===== src/rtl/soc_gpio_pad_ctrl_if.sv =====
// SoC GPIO bus between the GPIO peripheral (master) and the pad controller (slave).
interface soc_gpio_bus;
  logic [31:0] din;
  logic [31:0] dout;
  logic [31:0] oe_n;
  logic        irq;

  modport master (input din, output dout, output oe_n, output irq);
  modport slave  (output din, input dout, input oe_n, input irq);
endinterface


===== src/rtl/soc_gpio_pad_ctrl.sv =====
// GPIO pad controller: registered pad outputs, per-pad synchroniser + debouncer,
// and a retriggerable pulse stretcher for the external interrupt pin.
module soc_gpio_pad_bit #(
  parameter int SYNC_STAGES     = 2,
  parameter int DEBOUNCE_CYCLES = 4
) (
  input  logic clk,
  input  logic rst,
  input  logic pad,
  output logic din
);
  logic [SYNC_STAGES-1:0] sync;
  logic                   s;

  always_ff @(posedge clk or posedge rst)
    if (rst) sync <= '0;
    else     sync <= {sync[SYNC_STAGES-2:0], pad};

  assign s = sync[SYNC_STAGES-1];

  if (DEBOUNCE_CYCLES == 0) begin : g_bypass
    always_ff @(posedge clk or posedge rst)
      if (rst) din <= 1'b0;
      else     din <= s;
  end else begin : g_debounce
    localparam int CW = (DEBOUNCE_CYCLES < 2) ? 1 : $clog2(DEBOUNCE_CYCLES + 1);
    localparam logic [CW-1:0] CNT_MAX = CW'(DEBOUNCE_CYCLES - 1);
    logic [CW-1:0] cnt;

    // Any return to the stable level restarts the count from zero.
    always_ff @(posedge clk or posedge rst)
      if (rst) begin
        din <= 1'b0;
        cnt <= '0;
      end else if (s == din) begin
        cnt <= '0;
      end else if (cnt == CNT_MAX) begin
        din <= s;
        cnt <= '0;
      end else begin
        cnt <= cnt + 1'b1;
      end
  end
endmodule

module soc_gpio_pad_ctrl #(
  parameter int SYNC_STAGES     = 2,
  parameter int DEBOUNCE_CYCLES = 4,
  parameter int IRQ_STRETCH     = 8
) (
  input  logic             clk,
  input  logic             rst,
  soc_gpio_bus.slave       gpio,
  input  logic [31:0]      pad_in,
  output logic [31:0]      pad_out,
  output logic [31:0]      pad_oe_n,
  output logic             irq_out
);
  localparam int NUM_PADS = 32;

  logic [NUM_PADS-1:0] din_q;

  always_ff @(posedge clk or posedge rst)
    if (rst) begin
      pad_out  <= '0;
      pad_oe_n <= '1;
    end else begin
      pad_out  <= gpio.dout;
      pad_oe_n <= gpio.oe_n;
    end

  // din reads the pad level regardless of oe_n, so driven pads read back.
  for (genvar i = 0; i < NUM_PADS; i++) begin : g_pad
    soc_gpio_pad_bit #(
      .SYNC_STAGES     (SYNC_STAGES),
      .DEBOUNCE_CYCLES (DEBOUNCE_CYCLES)
    ) u_bit (
      .clk (clk),
      .rst (rst),
      .pad (pad_in[i]),
      .din (din_q[i])
    );
  end

  assign gpio.din = din_q;

  if (IRQ_STRETCH == 0) begin : g_irq_pass
    always_ff @(posedge clk or posedge rst)
      if (rst) irq_out <= 1'b0;
      else     irq_out <= gpio.irq;
  end else begin : g_irq_stretch
    localparam int SW = (IRQ_STRETCH < 2) ? 1 : $clog2(IRQ_STRETCH);
    localparam logic [SW-1:0] SCNT_LOAD = SW'(IRQ_STRETCH - 1);
    logic          irq_q;
    logic [SW-1:0] scnt;

    // A rise reloads the window, so back-to-back pulses retrigger the stretch.
    always_ff @(posedge clk or posedge rst)
      if (rst) begin
        irq_q   <= 1'b0;
        scnt    <= '0;
        irq_out <= 1'b0;
      end else begin
        irq_q <= gpio.irq;
        if (gpio.irq && !irq_q) begin
          scnt    <= SCNT_LOAD;
          irq_out <= 1'b1;
        end else if (scnt != '0) begin
          scnt    <= scnt - 1'b1;
          irq_out <= 1'b1;
        end else begin
          irq_out <= gpio.irq;
        end
      end
  end
endmodule


===== src/flat_wrapper.sv =====
// flat-port wrapper written by rule: the top's interface ports become plain ports
module soc_gpio_pad_ctrl_flat 
#(
  parameter int SYNC_STAGES     = 2,
  parameter int DEBOUNCE_CYCLES = 4,
  parameter int IRQ_STRETCH     = 8
)
  (clk, rst, pad_in, pad_out, pad_oe_n, irq_out, gpio_din, gpio_dout, gpio_oe_n, gpio_irq);
  soc_gpio_bus gpio_i ();
  input  logic clk;
  input  logic rst;
  input  logic [31:0] pad_in;
  output logic [31:0] pad_out;
  output logic [31:0] pad_oe_n;
  output logic irq_out;
  output wire logic [$bits(gpio_i.din)-1:0] gpio_din;
  input wire logic [$bits(gpio_i.dout)-1:0] gpio_dout;
  input wire logic [$bits(gpio_i.oe_n)-1:0] gpio_oe_n;
  input wire logic [$bits(gpio_i.irq)-1:0] gpio_irq;
  assign gpio_din = gpio_i.din;
  assign gpio_i.dout = gpio_dout;
  assign gpio_i.oe_n = gpio_oe_n;
  assign gpio_i.irq = gpio_irq;
  soc_gpio_pad_ctrl #(.SYNC_STAGES(SYNC_STAGES), .DEBOUNCE_CYCLES(DEBOUNCE_CYCLES), .IRQ_STRETCH(IRQ_STRETCH)) u_core (.clk(clk), .rst(rst), .gpio(gpio_i), .pad_in(pad_in), .pad_out(pad_out), .pad_oe_n(pad_oe_n), .irq_out(irq_out));
endmodule

===== config.mk =====
export PLATFORM = sky130hd
export DESIGN_NAME = soc_gpio_pad_ctrl_flat
export DESIGN_NICKNAME = d
export VERILOG_FILES = /design/src/rtl/soc_gpio_pad_ctrl_if.sv /design/src/rtl/soc_gpio_pad_ctrl.sv /design/src/flat_wrapper.sv
export SDC_FILE = /design/constraint.sdc
export NUM_CORES = 1
export LEC_CHECK = 0
export CAP_MARGIN = 20
export CORE_MARGIN = 3
export CORE_UTILIZATION = 54
export CTS_CLUSTER_DIAMETER = 60
export DETAILED_ROUTE_END_ITERATION = 12
export PLACE_DENSITY = 0.91
export SETUP_SLACK_MARGIN = 0.15
export SYNTH_ARGS = -nofsm -noshare
export SYNTH_HDL_FRONTEND = slang
export SYNTH_SLANG_ARGS = --single-unit

===== constraint.sdc =====
create_clock -name clk -period 19.3 [get_ports clk]
set_input_delay 2.895 -clock clk [delete_from_list [all_inputs] [get_ports clk]]
set_output_delay 2.895 -clock clk [all_outputs]
set_load 0.02 [all_outputs]

==> flow_summary.toml <==
[outcome]
status = "completed"

[detailed_routing]
wire_per_inst_um = 17.5
viasPerCell = 4.98
finalWirelength_um = 16900
drt_first_pass_iters = 3
drt-initial-drc-count = 184
final_antenna_net_count = 0
vias = 4795
drcViolationCount = 0

[die]
ioPinCount = 196
die_area_sq_um = 18000
die_h_um = 134
start_util_pct = 55.4
placementRows = 46
die_w_um = 134
coreArea_sq_um = 16000

[timing]
tightest_slew_ps = 748
max_freq_mhz = 220
fin_crit_sh_pct = 23.5
finalCriticalPeriod_ps = 4540
hold_ws_ps = 347
setup_violations = 0
skew_ps = 9.82
rsz0062_at_grt = "false"
fin_tns_setup_ps = 0
finalHoldViolations = 0
relSlewSlack_pct = 50.2
slew_violations = 0

[setup_path]
cpMaxStageDelayCell = "clkdlybuf4s50_1"
path_delay_family = "buffers and inverters"
startpoint_type = "flip-flop"
cp-end-kind = "primary output"
arrival_ps = 1640
required_ps = 16410
reg2reg_depth = 5
critPathBufInv = 1
worst_path_largest_cell_delay_ps = 620
path_class = "reg -> out"
timing.rr.end = "u_core.g_irq_stretch.scnt[1]$_DFFE_PP0P_"
path_cells = "clkdlybuf4s50_1"
reg2reg_from = "u_core.g_irq_stretch.scnt[0]$_DFFE_PP0P_"
path_max_fanout = 1
rrSetupSlack_ps = 18020

[placed_design]
numPortBuffers = 195
placed_cell_area_sq_um = 10900
place_congestion = 0.732
dp_hpwl_um = 12000

[global_routing]
grt_overflow = 0
grt_max_degree = 117
grt_pass1_wl_um = 27700
grt_usage_pct = 19.3
antenna_found_initial = 0
grt_pass1_vias = 5546

[clock_tree]
cts-root-buf = "clkbuf_16"
post_cts_buffers = 0
ctsHoldBuffers = 0
cts.htree.levels = 1
cts_tree = "yes"
ctsResizeCount = 0
clkTransAtPathRegs_ps = 60
cts_buffers = 26
clock_latency_ps = 510
cts.sinks = 261
cts_buffer_depth = 3

[yosys]
synth.ff_latch_count = 261
avgSynthCellArea_sq_um = 16.7
synth_compound_area_share_pct = 0
async_flop_share_pct = 100
ys_warn_count = 0
ys.flop_type = "dfrtp_1"
synth_common_cells = "229 x dfrtp_1, 59 x nor3b_1, 34 x ha_1, 33 x xnor2_1"
synth_top_area_cell = "dfrtp_1"
synth_area_leaders = "dfrtp_1 65%, dfstp_2 9.5%, nor3b_1 5.0%"
synth.top_cell.area_share_pct = 64.6
synth_edf_count = 0
yosysSeqAreaShare_pct = 74.1
yosys.area_share.xor_xnor_pct = 3.26
synth-simple-area-share_pct = 10.7
synth_top_family_by_area = "simple AND/OR/NAND/NOR gates"
synth_area_sq_um = 8870
synthAdderAreaFrac_pct = 4.80
post-synth-top-count-cell = "dfrtp_1"
synth_nets = 665
synth_cells = 532
synth_mux_area_share_pct = 4.34
synth_cell_types = 19

[min_path]
min-delay-start = "u_core.g_pad[10].u_bit.sync[0]$_DFF_PP0_"
hold_end = "u_core.g_pad[10].u_bit.sync[1]$_DFF_PP0_"
hold_class = "reg -> reg"
whs_path_depth = 0

[power_and_ir_drop]
total_leakage_power_nw = 5.19
ir_drop_uv = 89.9
p_per_area_nw_per_um2 = 138
fin_total_pwr_w = 0.00163

[final_layout]
synthToLayoutAreaGrowth_pct = 32.9
drive_above_1_share_pct = 18.6
diodes = 0
final_area_sq_um = 11800
nNetsFinal = 859

[job]
drv_cap = 0
## worst max-delay path by stage
| stage | cells after the start | slack (ps) | end | from |
|---|---|---|---|---|
| floorplan | 1 | 9270 | u_core.g_irq_stretch.irq_q$_DFF_PP0_ | rst |
| global placement | 3 | 14270 | u_core.pad_out[3]$_DFF_PP0_ | rst |
| detailed placement | 3 | 14130 | u_core.g_pad[21].u_bit.g_debounce.cnt[1]$_DFF_PP0_ | rst |
| CTS | 3 | 14670 | u_core.g_pad[31].u_bit.g_debounce.cnt[1]$_DFF_PP0_ | rst |
| global route | 1 | 14710 | pad_oe_n[18] | u_core.pad_oe_n[18]$_DFF_PP1_ |
| finish | 1 | 14760 | pad_oe_n[18] | u_core.pad_oe_n[18]$_DFF_PP1_ |
## per-stage QoR
step / setup slack, ps / utilization [%] / instances
6_report: 14760 / 73.7 / 962
5_1_grt: 14710 / 73.7 / 962
4_1_cts: 14670 / 73.5 / 961
3_5_place_dp: 14130 / 68.0 / 913
3_3_place_gp: 14270 / 68.0 / 913
2_1_floorplan: 9270 / - / 532
## sequential cells by signal (all words and copies together) (netlist names)
name / cells
u_core.g_pad.u_bit.g_debounce.cnt: 96
u_core.g_pad.u_bit.sync: 64
u_core.g_pad.u_bit.din: 32
u_core.pad_oe_n: 32
u_core.pad_out: 32
u_core.g_irq_stretch.scnt: 3
u_core.g_irq_stretch.irq_q: 1
u_core.irq_out: 1
## where the power goes
part           leakage, nW  internal [W]  switching (W)  total [W]
clock                0.432      0.000312       0.000197   0.000509
sequential            3.16      0.000655      0.0000690   0.000724
combinational         1.59      0.000210       0.000184   0.000393
total                 5.19       0.00118       0.000449    0.00163
## logic make-up (layout without fill, tap and decap cells)
| logic type | Yosys count | count (layout) |
|---|---|---|
| multiplexers | 34 | 34 |
| AND/OR/NAND/NOR | 135 | 135 |
| adder cells (fa/ha/maj) | 34 | 34 |
| flip-flops | 261 | 261 |
| buffers and inverters | 35 | 249 |
| XOR/XNOR | 33 | 33 |
## layout make-up
class | instances | area (sq um)
clock buffers | 38 | 757
repair buffers | 198 | 1990
flip-flops and latches | 261 | 6570
fillers | 964 | 4210
well taps | 216 | 270
clock inverters | 10 | 130
inverters | 3 | 18.8
multi-input cells | 236 | 2050
## layer usage
metal	wire length, um	global-route usage [%]	share of wire (%)	up-vias
li1	-	-	-	2152
met3	1260	5.81	7.5	36
met1	6020	21.1	36	2431
met2	9080	35.9	54	176
met5	0	0	0	-
met4	490	5.94	2.9	0
## layout by cell type (no fill, tap or decap), drive strengths merged, types with 5 or more instances in the layout
cell,instances
dfrtp,229
clkdlybuf4s50,195
nor3b,59
nor2b,38
clkbuf,38
ha,34
xnor2,33
mux2,33
nor3,32
dfstp,32
clkinv,5
No activity file was read; power rests on OpenSTA's default activity.
